**src/rtl/async_fifo_wr_ctrl_if.sv**
```systemverilog
// Write-side bundle of the async FIFO: producer handshake, pointer-counter controls and pointers.
// The producer/environment drives through master; the write controller sits on slave.
interface async_fifo_wr_ctrl_if #(
  parameter int COUNTER_SIZE = 4
);
  logic                    wr_valid;
  logic                    wr_ready;
  logic                    mem_wr_en;
  logic                    counter_incr;
  logic                    counter_en;
  logic [COUNTER_SIZE-1:0] wr_gcode_ptr;
  logic [COUNTER_SIZE-1:0] rd_gcode_ptr;
  logic                    full;
  logic                    almost_full;
  logic [COUNTER_SIZE-1:0] wr_level;

  modport master (
    output wr_valid,
    output wr_gcode_ptr,
    output rd_gcode_ptr,
    input  wr_ready,
    input  mem_wr_en,
    input  counter_incr,
    input  counter_en,
    input  full,
    input  almost_full,
    input  wr_level
  );

  modport slave (
    input  wr_valid,
    input  wr_gcode_ptr,
    input  rd_gcode_ptr,
    output wr_ready,
    output mem_wr_en,
    output counter_incr,
    output counter_en,
    output full,
    output almost_full,
    output wr_level
  );
endinterface

```
**src/rtl/async_fifo_wr_ctrl.sv**
```systemverilog
// Write-domain controller for the async FIFO: handshake, read-pointer synchroniser, registered full.
// Defining ASYNC_FIFO_WR_ALMOST_FULL_EN adds the registered wr_level / almost_full occupancy outputs.
module async_fifo_wr_ctrl #(
  parameter int COUNTER_SIZE      = 4,
  parameter int SYNC_STAGES       = 2,
  parameter int ALMOST_FULL_LEVEL = 6
) (
  input logic                 clk,
  input logic                 reset_n,
  async_fifo_wr_ctrl_if.slave bus
);

  localparam int DEPTH = 2 ** (COUNTER_SIZE - 1);
  // Full when the next write pointer equals the read pointer with its top two gray bits inverted.
  localparam logic [COUNTER_SIZE-1:0] FULL_MASK = COUNTER_SIZE'(3) << (COUNTER_SIZE - 2);

  if (COUNTER_SIZE < 2 || SYNC_STAGES < 2 ||
      ALMOST_FULL_LEVEL < 1 || ALMOST_FULL_LEVEL > DEPTH) begin : g_param_check
    $error("async_fifo_wr_ctrl: illegal parameter combination");
  end

  function automatic logic [COUNTER_SIZE-1:0] gray2bin(input logic [COUNTER_SIZE-1:0] g);
    logic [COUNTER_SIZE-1:0] b;
    b[COUNTER_SIZE-1] = g[COUNTER_SIZE-1];
    for (int i = COUNTER_SIZE - 2; i >= 0; i--) begin
      b[i] = b[i+1] ^ g[i];
    end
    return b;
  endfunction

  function automatic logic [COUNTER_SIZE-1:0] bin2gray(input logic [COUNTER_SIZE-1:0] b);
    return b ^ (b >> 1);
  endfunction

  logic [COUNTER_SIZE-1:0] sync_q [SYNC_STAGES];
  logic [COUNTER_SIZE-1:0] rd_gsync;
  logic                    full_q;
  logic                    accept;
  logic [COUNTER_SIZE-1:0] wr_bin;
  logic [COUNTER_SIZE-1:0] wr_bin_next;
  logic [COUNTER_SIZE-1:0] wr_gnext;
  logic                    full_next;

  // The raw read pointer only ever feeds the first synchroniser flop.
  always_ff @(posedge clk or negedge reset_n) begin
    if (!reset_n) begin
      for (int i = 0; i < SYNC_STAGES; i++) begin
        sync_q[i] <= '0;
      end
    end else begin
      sync_q[0] <= bus.rd_gcode_ptr;
      for (int i = 1; i < SYNC_STAGES; i++) begin
        sync_q[i] <= sync_q[i-1];
      end
    end
  end

  assign rd_gsync = sync_q[SYNC_STAGES-1];

  always_comb begin
    accept      = bus.wr_valid & ~full_q;
    wr_bin      = gray2bin(bus.wr_gcode_ptr);
    wr_bin_next = wr_bin + COUNTER_SIZE'(accept);
    wr_gnext    = accept ? bin2gray(wr_bin_next) : bus.wr_gcode_ptr;
    full_next   = (wr_gnext == (rd_gsync ^ FULL_MASK));
  end

  always_ff @(posedge clk or negedge reset_n) begin
    if (!reset_n) begin
      full_q <= 1'b0;
    end else begin
      full_q <= full_next;
    end
  end

  assign bus.wr_ready     = ~full_q;
  assign bus.mem_wr_en    = accept;
  assign bus.counter_incr = bus.wr_valid;
  assign bus.counter_en   = ~full_q;
  assign bus.full         = full_q;

`ifdef ASYNC_FIFO_WR_ALMOST_FULL_EN
  localparam logic [COUNTER_SIZE-1:0] AF_LEVEL = COUNTER_SIZE'(ALMOST_FULL_LEVEL);

  logic [COUNTER_SIZE-1:0] rd_bin;
  logic [COUNTER_SIZE-1:0] level_next;
  logic [COUNTER_SIZE-1:0] level_q;
  logic                    almost_full_q;

  // Occupancy is pessimistic for the same reason full is: the read pointer seen here is stale.
  always_comb begin
    rd_bin     = gray2bin(rd_gsync);
    level_next = wr_bin_next - rd_bin;
  end

  always_ff @(posedge clk or negedge reset_n) begin
    if (!reset_n) begin
      level_q       <= '0;
      almost_full_q <= 1'b0;
    end else begin
      level_q       <= level_next;
      almost_full_q <= (level_next >= AF_LEVEL);
    end
  end

  assign bus.wr_level    = level_q;
  assign bus.almost_full = almost_full_q;
`else
  assign bus.wr_level    = '0;
  assign bus.almost_full = 1'b0;
`endif

endmodule
```
**src/flat_wrapper.sv**
```systemverilog
// flat-port wrapper written by rule: the top's interface ports become plain ports
module async_fifo_wr_ctrl_flat 
#(
  parameter int COUNTER_SIZE      = 4,
  parameter int SYNC_STAGES       = 2,
  parameter int ALMOST_FULL_LEVEL = 6
)
  (clk, reset_n, bus_wr_valid, bus_wr_gcode_ptr, bus_rd_gcode_ptr, bus_wr_ready, bus_mem_wr_en, bus_counter_incr, bus_counter_en, bus_full, bus_almost_full, bus_wr_level);
  async_fifo_wr_ctrl_if #(.COUNTER_SIZE(COUNTER_SIZE)) bus_i ();
  input logic clk;
  input logic reset_n;
  input wire logic [$bits(bus_i.wr_valid)-1:0] bus_wr_valid;
  input wire logic [$bits(bus_i.wr_gcode_ptr)-1:0] bus_wr_gcode_ptr;
  input wire logic [$bits(bus_i.rd_gcode_ptr)-1:0] bus_rd_gcode_ptr;
  output wire logic [$bits(bus_i.wr_ready)-1:0] bus_wr_ready;
  output wire logic [$bits(bus_i.mem_wr_en)-1:0] bus_mem_wr_en;
  output wire logic [$bits(bus_i.counter_incr)-1:0] bus_counter_incr;
  output wire logic [$bits(bus_i.counter_en)-1:0] bus_counter_en;
  output wire logic [$bits(bus_i.full)-1:0] bus_full;
  output wire logic [$bits(bus_i.almost_full)-1:0] bus_almost_full;
  output wire logic [$bits(bus_i.wr_level)-1:0] bus_wr_level;
  assign bus_i.wr_valid = bus_wr_valid;
  assign bus_i.wr_gcode_ptr = bus_wr_gcode_ptr;
  assign bus_i.rd_gcode_ptr = bus_rd_gcode_ptr;
  assign bus_wr_ready = bus_i.wr_ready;
  assign bus_mem_wr_en = bus_i.mem_wr_en;
  assign bus_counter_incr = bus_i.counter_incr;
  assign bus_counter_en = bus_i.counter_en;
  assign bus_full = bus_i.full;
  assign bus_almost_full = bus_i.almost_full;
  assign bus_wr_level = bus_i.wr_level;
  async_fifo_wr_ctrl #(.COUNTER_SIZE(COUNTER_SIZE), .SYNC_STAGES(SYNC_STAGES), .ALMOST_FULL_LEVEL(ALMOST_FULL_LEVEL)) u_core (.clk(clk), .reset_n(reset_n), .bus(bus_i));
endmodule
```
**config.mk**
```make
export PLATFORM = sky130hd
export DESIGN_NAME = async_fifo_wr_ctrl_flat
export DESIGN_NICKNAME = d
export VERILOG_FILES = /design/src/rtl/async_fifo_wr_ctrl_if.sv /design/src/rtl/async_fifo_wr_ctrl.sv /design/src/flat_wrapper.sv
export SDC_FILE = /design/constraint.sdc
export NUM_CORES = 1
export LEC_CHECK = 0
export CAP_MARGIN = 10
export CORE_AREA = 8 8 45 47
export CTS_BUF_LIST = sky130_fd_sc_hd__clkbuf_8 sky130_fd_sc_hd__clkbuf_16
export DETAILED_ROUTE_END_ITERATION = 10
export DIE_AREA = 0 0 53 55
export PLACE_DENSITY = 0.82
export SYNTH_ARGS = -nofsm -noshare
export SYNTH_HDL_FRONTEND = slang
export SYNTH_SLANG_ARGS = --single-unit
```
**constraint.sdc**
```tcl
create_clock -name clk -period 1.65 [get_ports clk]
set_input_delay 0.2475 -clock clk [delete_from_list [all_inputs] [get_ports clk]]
set_output_delay 0.2475 -clock clk [all_outputs]
set_load 0.03 [all_outputs]
```
After elaboration in Yosys (flattened, before gate mapping)
Index checks and enable logic that the tools add are counted.
{"block": "totals", "input_bits": 11, "word_cells": 13, "output_inout_bits": 10, "regBits": 9}
{"block": "op_classes", "mux": 1, "add_sub_neg": 1, "n_bitwise": 7, "eq_ne": 1}
{"op": "adder 4 x 1 -> 4 bit", "count": 1}
{"op": "equality test 4 bit", "count": 1}
{"op": "two-way mux 4 bit", "count": 1}
{"op": "bitwise XOR 4 x 3 -> 4 bit", "count": 1}
{"op": "bitwise XOR 1 bit", "count": 3}
{"op": "inverter 2 bit", "count": 1}
{"op": "AND 1 bit", "count": 1}
{"op": "inverter 1 bit", "count": 1}

Logic depth before layout (Yosys ltp)
Gate-level depths: netlist of run 1.
{"block": "logic_depth", "word_depth": 7, "depth_mapped": 6, "mapped_depth_nobuf": 6}

Worst setup path before layout of run 1
OpenSTA, ideal clock, no wires.
{"block": "synth_timing", "kind": "in2reg", "from": "in bus_wr_gcode_ptr[3]", "to": "reg u_core.full_q (netlist: u_core.bus.full)", "cell_stages": 6, "n_path_buf": 0, "setup_ns": 0.101, "t_required_ns": 1.549, "setup_slack_ns": 0.083, "arrival_ns": 1.466, "cell_sequence": "xor2_1 > ha_1 > xnor2_1 > and4_1 > nor3_1 > nor4_1"}
{"block": "synth_between", "elab_chain_len": 7}
{"element": "from (decl)", "line": "flat_wrapper.sv:13", "rtl": "input wire logic [$bits(bus_i.wr_gcode_ptr)-1:0] bus_wr_gcode_ptr;"}
{"element": "bitwise XOR 1 bit (3 in a row)", "line": "async_fifo_wr_ctrl.sv:26", "rtl": "b[i] = b[i+1] ^ g[i];"}
{"element": "adder 4 x 1 -> 4 bit", "line": "async_fifo_wr_ctrl.sv:63", "rtl": "wr_bin_next = wr_bin + COUNTER_SIZE'(accept);"}
{"element": "bitwise XOR 4 x 3 -> 4 bit", "line": "async_fifo_wr_ctrl.sv:32", "rtl": "return b ^ (b >> 1);"}
{"element": "two-way mux 4 bit (*)", "line": "async_fifo_wr_ctrl.sv:64", "rtl": "wr_gnext = accept ? bin2gray(wr_bin_next) : bus.wr_gcode_ptr;"}
{"element": "equality test 4 bit (*)", "line": "async_fifo_wr_ctrl.sv:65", "rtl": "full_next = (wr_gnext == (rd_gsync ^ FULL_MASK));"}
{"element": "via u_core.full_next", "line": "async_fifo_wr_ctrl.sv:42", "rtl": "logic full_next;"}
{"element": "to (signal assigned)", "line": "async_fifo_wr_ctrl.sv:72", "rtl": "full_q <= full_next;"}
{"element": "to (decl)", "line": "async_fifo_wr_ctrl.sv:37", "rtl": "logic full_q;"}
Mark *: on every way through the listed nets, which the timed path passes. The rest lies on a longest branch.

Worst setup path after layout of run 1
Ends and elaborated chain as after synthesis.

==> impl_metrics.py, run 1 <==
metrics = {
    "finish": {
        "stdcell_count": 86,
        "area_growth_pct": 62.5,
        "postLayoutCellArea_sq_um": 803,
        "drive_gt1_share_pct": 35.7,
        "post-route-util_pct": 58.0,
        "antenna_cells": 0,
        "layout.nets": 83,
    },
    "critical_path": {
        "cp_num_buf_inv": 6,
        "r2r_start": "u_core.bus.full",
        "crit_chain": "clkbuf_2, xor2_2, buf_4, buf_4, buf_4, buf_4, buf_4, nor4_4, nand3b_1, nor4_2",
        "cp-start-kind": "input pin",
        "cpMostUsedCell": "buf_4",
        "cp_slowest_cell": "nor4_4",
        "crit_fanout": 2,
        "crit_start": "bus_wr_gcode_ptr[3]",
        "worstPathRequired_ps": 1760,
        "critical_path.top_delay_family": "buffers and inverters",
        "cp_slowest_stage_delay_ps": 230,
        "end_kind": "flip-flop",
        "crit_type": "in2reg",
        "crit_arrival_ps": 1650,
    },
    "route": {
        "drc": 0,
        "num_vias": 393,
        "via_per_inst": 4.57,
        "wire_per_inst_microns": 12.9,
        "ant_nets": 0,
        "first_pass_iters": 4,
        "drtIter0Drc": 2,
        "finalWirelength_microns": 1110,
    },
    "worst_hold_path": {
        "hold_path_class": "in2async",
    },
    "cts": {
        "numClockSinks": 9,
        "clk_latency_ps": 230,
        "root_buffer": "clkbuf_8",
        "htreeDepth": 1,
        "ctsHoldBuffers": 0,
        "path_clk_slew_ps": 40,
        "cts_buffers": 3,
        "cts_tree": "yes",
        "clockBufferDepth": 2,
    },
    "pwr": {
        "p_per_area_nw_per_um2": 887,
        "p_leak_nw": 0.364,
        "power_w": 0.000713,
        "irDropWorstVdd_mv": 0.556,
    },
    "die": {
        "core_area_sq_um": 1380,
        "pin_count": 21,
        "start_util_pct": 35.7,
        "die_h_microns": 55,
        "die-area_sq_um": 2920,
        "die_w_microns": 53,
        "rows": 14,
    },
    "place": {
        "dp_hpwl_microns": 774,
        "place_area_sq_um": 652,
        "dp_cells": 76,
        "gp_congestion": 0.758,
        "numPortBuffers": 15,
        "pre_cts_slack_ps": -499,
    },
    "grt": {
        "grt_max_degree": 10,
        "gr-total-overflow": 0,
        "grt_pass1_wl_microns": 1820,
        "gr-usage-all-layers_pct": 8.44,
        "antenna_found_initial": 0,
        "first_global_vias": 447,
    },
    "yosys": {
        "ys_warn_count": 0,
        "synth_cells": 44,
        "syn_area_sq_um": 494,
        "synth_seq_cells": 9,
        "synth_seq_area_share_pct": 45.6,
        "synth_cell_types": 22,
        "synth_area_per_cell_sq_um": 11.2,
    },
    "sta": {
        "rsz0062_at_grt": "false",
        "fmaxAchievable_ghz": 0.649,
        "setup_viol": 0,
        "hold_viol": 0,
        "period_minus_slack_ps": 1540,
        "drv_slew": 0,
        "postLayoutSetupSlackWorst_ps": 109,
        "skew_ps": 2.24,
        "fin_crit_sh_pct": 93.4,
    },
    "flow_run": {
        "cap_violations": 0,
    },
    "outcome": {
        "status": "complete, no violations",
    },
}
report_power, final:
| part | internal (W) | total [W] | switching (W) |
|---|---|---|---|
| combinational | 0.000113 | 0.000233 | 0.000119 |
| sequential | 0.000234 | 0.000241 | 0.00000733 |
| clock | 0.000161 | 0.000239 | 0.0000775 |
| total | 0.000508 | 0.000713 | 0.000204 |
cells in the final DEF (no fill, tap or decap), types with 2 or more instances in the layout:
master,n
nand2b_1,3
xnor2_1,3
clkbuf_8,3
buf_4,12
clkbuf_2,2
dfrtp_1,9
clkdlybuf4s50_1,8
inv_1,3
nor4_2,2
dlymetal6s2s_1,2
conb_1,5
metrics by stage:
stage / setup TNS (ps) / hold WS (ps)
6_report: 0 / 310
3_5_place_dp: -499 / 335
3_3_place_gp: -483 / 332
2_1_floorplan: 0 / -48.1
4_1_cts: 0 / 315
5_1_grt: 0 / 341
per-layer routing:
layer / up-vias / part of all wire (%) / global-route usage, %
met3: 2 / 6.5 / 2.94
met5: - / 0 / 0
met4: 0 / 1.7 / 6.47
met2: 15 / 55 / 14.5
li1: 187 / - / -
met1: 189 / 37 / 8.27
sequential cells by signal, indices dropped and copies added, names as in the netlist:
name / cells
u_core.sync_q: 4
u_core.rd_gsync: 4
u_core.bus.full: 1
logic make-up after synthesis:
kind of cell / Yosys count / synth area share (%)
xor gates and xnor gates: 7 / 15.2
DFF: 9 / 45.6
muxes: 1 / 2.03
AOI/OAI and AO/OA: 2 / 2.79
buffers and inverters: 10 / 12.9
and+or+nand+nor: 13 / 18.2
other: 1 / 0.759
adders and majority gates: 1 / 2.53
final cells by class:
type,count,area (sq um)
clock buffer,3,41.3
clock inverter,1,3.75
fill,121,581
inverter,3,11.3
multi-input combinational,29,288
sequential,9,225
tap,16,20.0
timing repair buffer,25,214
path summary, 6_finish.rpt:
| check | cells past startpoint | slack [ps] | to |
|---|---|---|---|
| setup / recovery | 10 | 110 | u_core.bus.full |
| hold / removal | 1 | 310 | u_core.sync_q[4] |
| setup reg to reg | 5 | 260 | u_core.bus.full |
| hold reg to reg | 0 | 340 | u_core.rd_gsync[1] |
| max in group asynchronous | 1 | 1060 | u_core.rd_gsync[3] |
| min in group clk | 0 | 340 | u_core.rd_gsync[1] |
worst register-to-register path: stages (launching register included):
cell and delay, ps:
dfrtp_1 390, nand2b_1 250, inv_2 150, and4_1 210
nor3_1 60, nor4_2 230
synthesized netlist by cell type:
library cell	n	area share, %
xnor2_1	4	7.1
dfrtp_1	9	46
nand4_1	1	1.3
conb_1	1	0.76
o22ai_1	1	1.3
and2b_1	1	1.5
inv_2	1	0.76
xnor3_1	1	4.6
nand2b_1	3	3.8
buf_4	7	11
nor2b_1	1	1.3
nor3_1	1	1.0
nor4_1	2	2.5
and4_1	1	1.8
nor4_2	1	2.5
nand3b_1	1	1.5
nand3_1	1	1.0
inv_1	2	1.5
a22oi_1	1	1.5
mux2i_1	1	2.0
ha_1	1	2.5
xor2_1	2	3.5
repair_timing:
| item | 4_1_cts | 5_1_grt |
|---|---|---|
| setup endpoints to repair | 1 | 3 |
| gates resized for setup | 8 | 10 |
| buffers inserted | 6 | 0 |
| cloned | 0 | 0 |
| pin swaps | 7 | 2 |
| endpoints found under the hold margin | 0 | 0 |
Power figures use the tool's default switching activity.
==> run 2: changes to the inputs <==
--- a/config.mk
+++ b/config.mk
@@ -14,3 +14,4 @@
 export SYNTH_ARGS = -nofsm -noshare
 export SYNTH_HDL_FRONTEND = slang
 export SYNTH_SLANG_ARGS = --single-unit
+export TNS_END_PERCENT = 50
==> constraint.sdc (replaced) <==
create_clock -name clk -period 1.65 [get_ports clk]
set_input_delay 0.495 -clock clk [delete_from_list [all_inputs] [get_ports clk]]
set_output_delay 0.495 -clock clk [all_outputs]
set_load 0.03 [all_outputs]
==> run 2 against run 1 <==
Compared with the run above: the run now ends with negative setup slack left; maximum frequency fell by 10%; clock skew up 0.76 ps; sequential power hardly changed; sequential share of layout area down 0.39 points; sequential cell count unchanged; core utilization up 0.81 points; clock-buffer cell count stayed put; design area rose by 1.4%; final cell count is 2.3% lower; critical path type unchanged; critical endpoint unchanged.
==> impl_metrics.py, run 2 (synthesis gave the netlist of run 1 again) <==
metrics = {
    "outcome": {
        "status": "finished, violations left",
        "violations": "negative setup slack",
    },
    "sta": {
        "fin_crit_sh_pct": 104,
        "rsz0062_at_grt": "true",
        "setup_viol": 1,
        "postLayoutSetupSlackWorst_ps": -67.2,
        "skew_ps": 3.00,
        "hold_viol": 0,
        "period_minus_slack_ps": 1720,
        "hold_slack_ps": 344,
        "fmaxAchievable_ghz": 0.582,
        "drv_slew": 0,
    },
    "route": {
        "wire_per_inst_microns": 12.0,
        "first_pass_iters": 1,
        "drc": 0,
        "via_per_inst": 4.51,
        "finalWirelength_microns": 1000,
        "num_vias": 379,
        "ant_nets": 0,
        "drtIter0Drc": 0,
    },
    "critical_path": {
        "crit_arrival_ps": 1850,
        "crit_fanout": 3,
        "crit_chain": "buf_4, xor2_4, ha_4, xor2_4, nor4_2, nand3b_1, nor4_2",
        "crit_type": "in2reg",
        "cp-start-kind": "input pin",
        "worstPathRequired_ps": 1780,
        "cp_slowest_cell": "ha_4",
        "cp_slowest_stage_delay_ps": 330,
        "r2r_start": "u_core.bus.full",
        "crit_start": "bus_wr_gcode_ptr[3]",
        "end_kind": "flip-flop",
    },
    "grt": {
        "first_global_vias": 390,
        "grt_pass1_wl_microns": 1630,
        "gr-total-overflow": 0,
        "antenna_found_initial": 0,
        "grt_max_degree": 10,
        "gr-usage-all-layers_pct": 7.45,
    },
    "place": {
        "gp_congestion": 0.743,
        "dp_hpwl_microns": 836,
        "numPortBuffers": 15,
        "dp_cells": 77,
    },
    "cts": {
        "cts_tree": "yes",
        "root_buffer": "clkbuf_8",
        "clockBufferDepth": 2,
        "clk_latency_ps": 230,
        "cts_buffers": 3,
        "numClockSinks": 9,
        "path_clk_slew_ps": 50,
        "htreeDepth": 1,
    },
    "die": {
        "rows": 14,
        "core_area_sq_um": 1380,
        "die_h_microns": 55,
        "pin_count": 21,
        "die_w_microns": 53,
        "die-area_sq_um": 2920,
        "start_util_pct": 35.7,
    },
    "finish": {
        "area_growth_pct": 64.8,
        "antenna_cells": 0,
        "stdcell_count": 84,
        "fillers": 133,
        "layout_commonest_cell": "buf_4",
        "final_cell_mix": "buf_4 (10), dfrtp_1 (9), conb_1 (5), clkdlybuf4s50_1 (5), dlygate4sd2_1 (4)",
        "layout.nets": 81,
        "drive_gt1_share_pct": 38.2,
    },
    "pwr": {
        "p_per_area_nw_per_um2": 889,
        "irDropWorstVdd_mv": 0.611,
        "p_leak_nw": 0.372,
    },
    "worst_hold_path": {
        "hold_path_class": "reg2reg",
        "hp-start": "u_core.sync_q[6]",
    },
    "flow_run": {
        "cap_violations": 0,
    },
}
## run 2: report_power, final
group / internal, W / switching (W) / total, W
Clock: 0.000164 / 0.0000841 / 0.000248
Sequential: 0.000234 / 0.00000612 / 0.000240
Combinational: 0.000117 / 0.000119 / 0.000236
## run 2: path summary, 6_finish.rpt
| path | endpoint | slack (ps) | cells past startpoint |
|---|---|---|---|
| min in group asynchronous | u_core.rd_gsync[3] | 550 | 1 |
| worst min-delay path | u_core.rd_gsync[2] | 340 | 0 |
| max in group asynchronous | u_core.rd_gsync[1] | 830 | 1 |
| worst min register to register | u_core.rd_gsync[2] | 340 | 0 |
| worst max-delay path | u_core.bus.full | -70 | 7 |
| worst max register to register | u_core.bus.full | 190 | 6 |
## run 2: what timing repair did
action                                  CTS  global route
buffers inserted                          2             1
resized for setup                        14            14
hold buffers                              0             0
pin swaps                                 4             5
endpoints found under the setup margin    5             1
endpoints found under the hold margin     0             0
## run 2: worst max-delay path: cells and delay by family
| family | cells | cell delay (ps) |
|---|---|---|
| xor+xnor | 2 | 360 |
| fa+ha+maj | 1 | 330 |
| buf+inv | 1 | 130 |
| simple gates | 3 | 530 |
## run 2: final cells by class
cell class | count | area (sq um) | share of cell area [%]
well taps | 16 | 20.0 | 2.46
repair buffers | 23 | 204 | 25.0
clock inverters | 1 | 5.00 | 0.614
clock buffers | 3 | 41.3 | 5.07
flip-flops and latches | 9 | 225 | 27.6
inverters | 3 | 11.3 | 1.38
multi-input cells | 29 | 308 | 37.8
## run 2: stage by stage
stage / power [W] / utilization (%) / setup slack [ps] / area [sq um] / setup TNS [ps]
finish: 0.000724 / 58.9 / -67.2 / 815 / -67.2
global route: 0.000768 / 58.9 / -135 / 815 / -135
CTS: 0.000719 / 57.1 / -165 / 790 / -165
detailed placement: 0.000445 / 51.0 / -767 / 706 / -995
global placement: 0.000441 / 51.0 / -697 / 706 / -930
floorplan: 0.000380 / - / -45.7 / 556 / -45.7
## run 2: layer usage
metal  GRT usage, %  wire [microns]  up-vias  share of wire [%]
met5              0               0        -                  0
met2           12.9             574       11                 57
li1               -               -      181                  -
met4           3.45               0        0                  0
met3           3.74              77        0                7.7
met1           7.34             352      187                 35
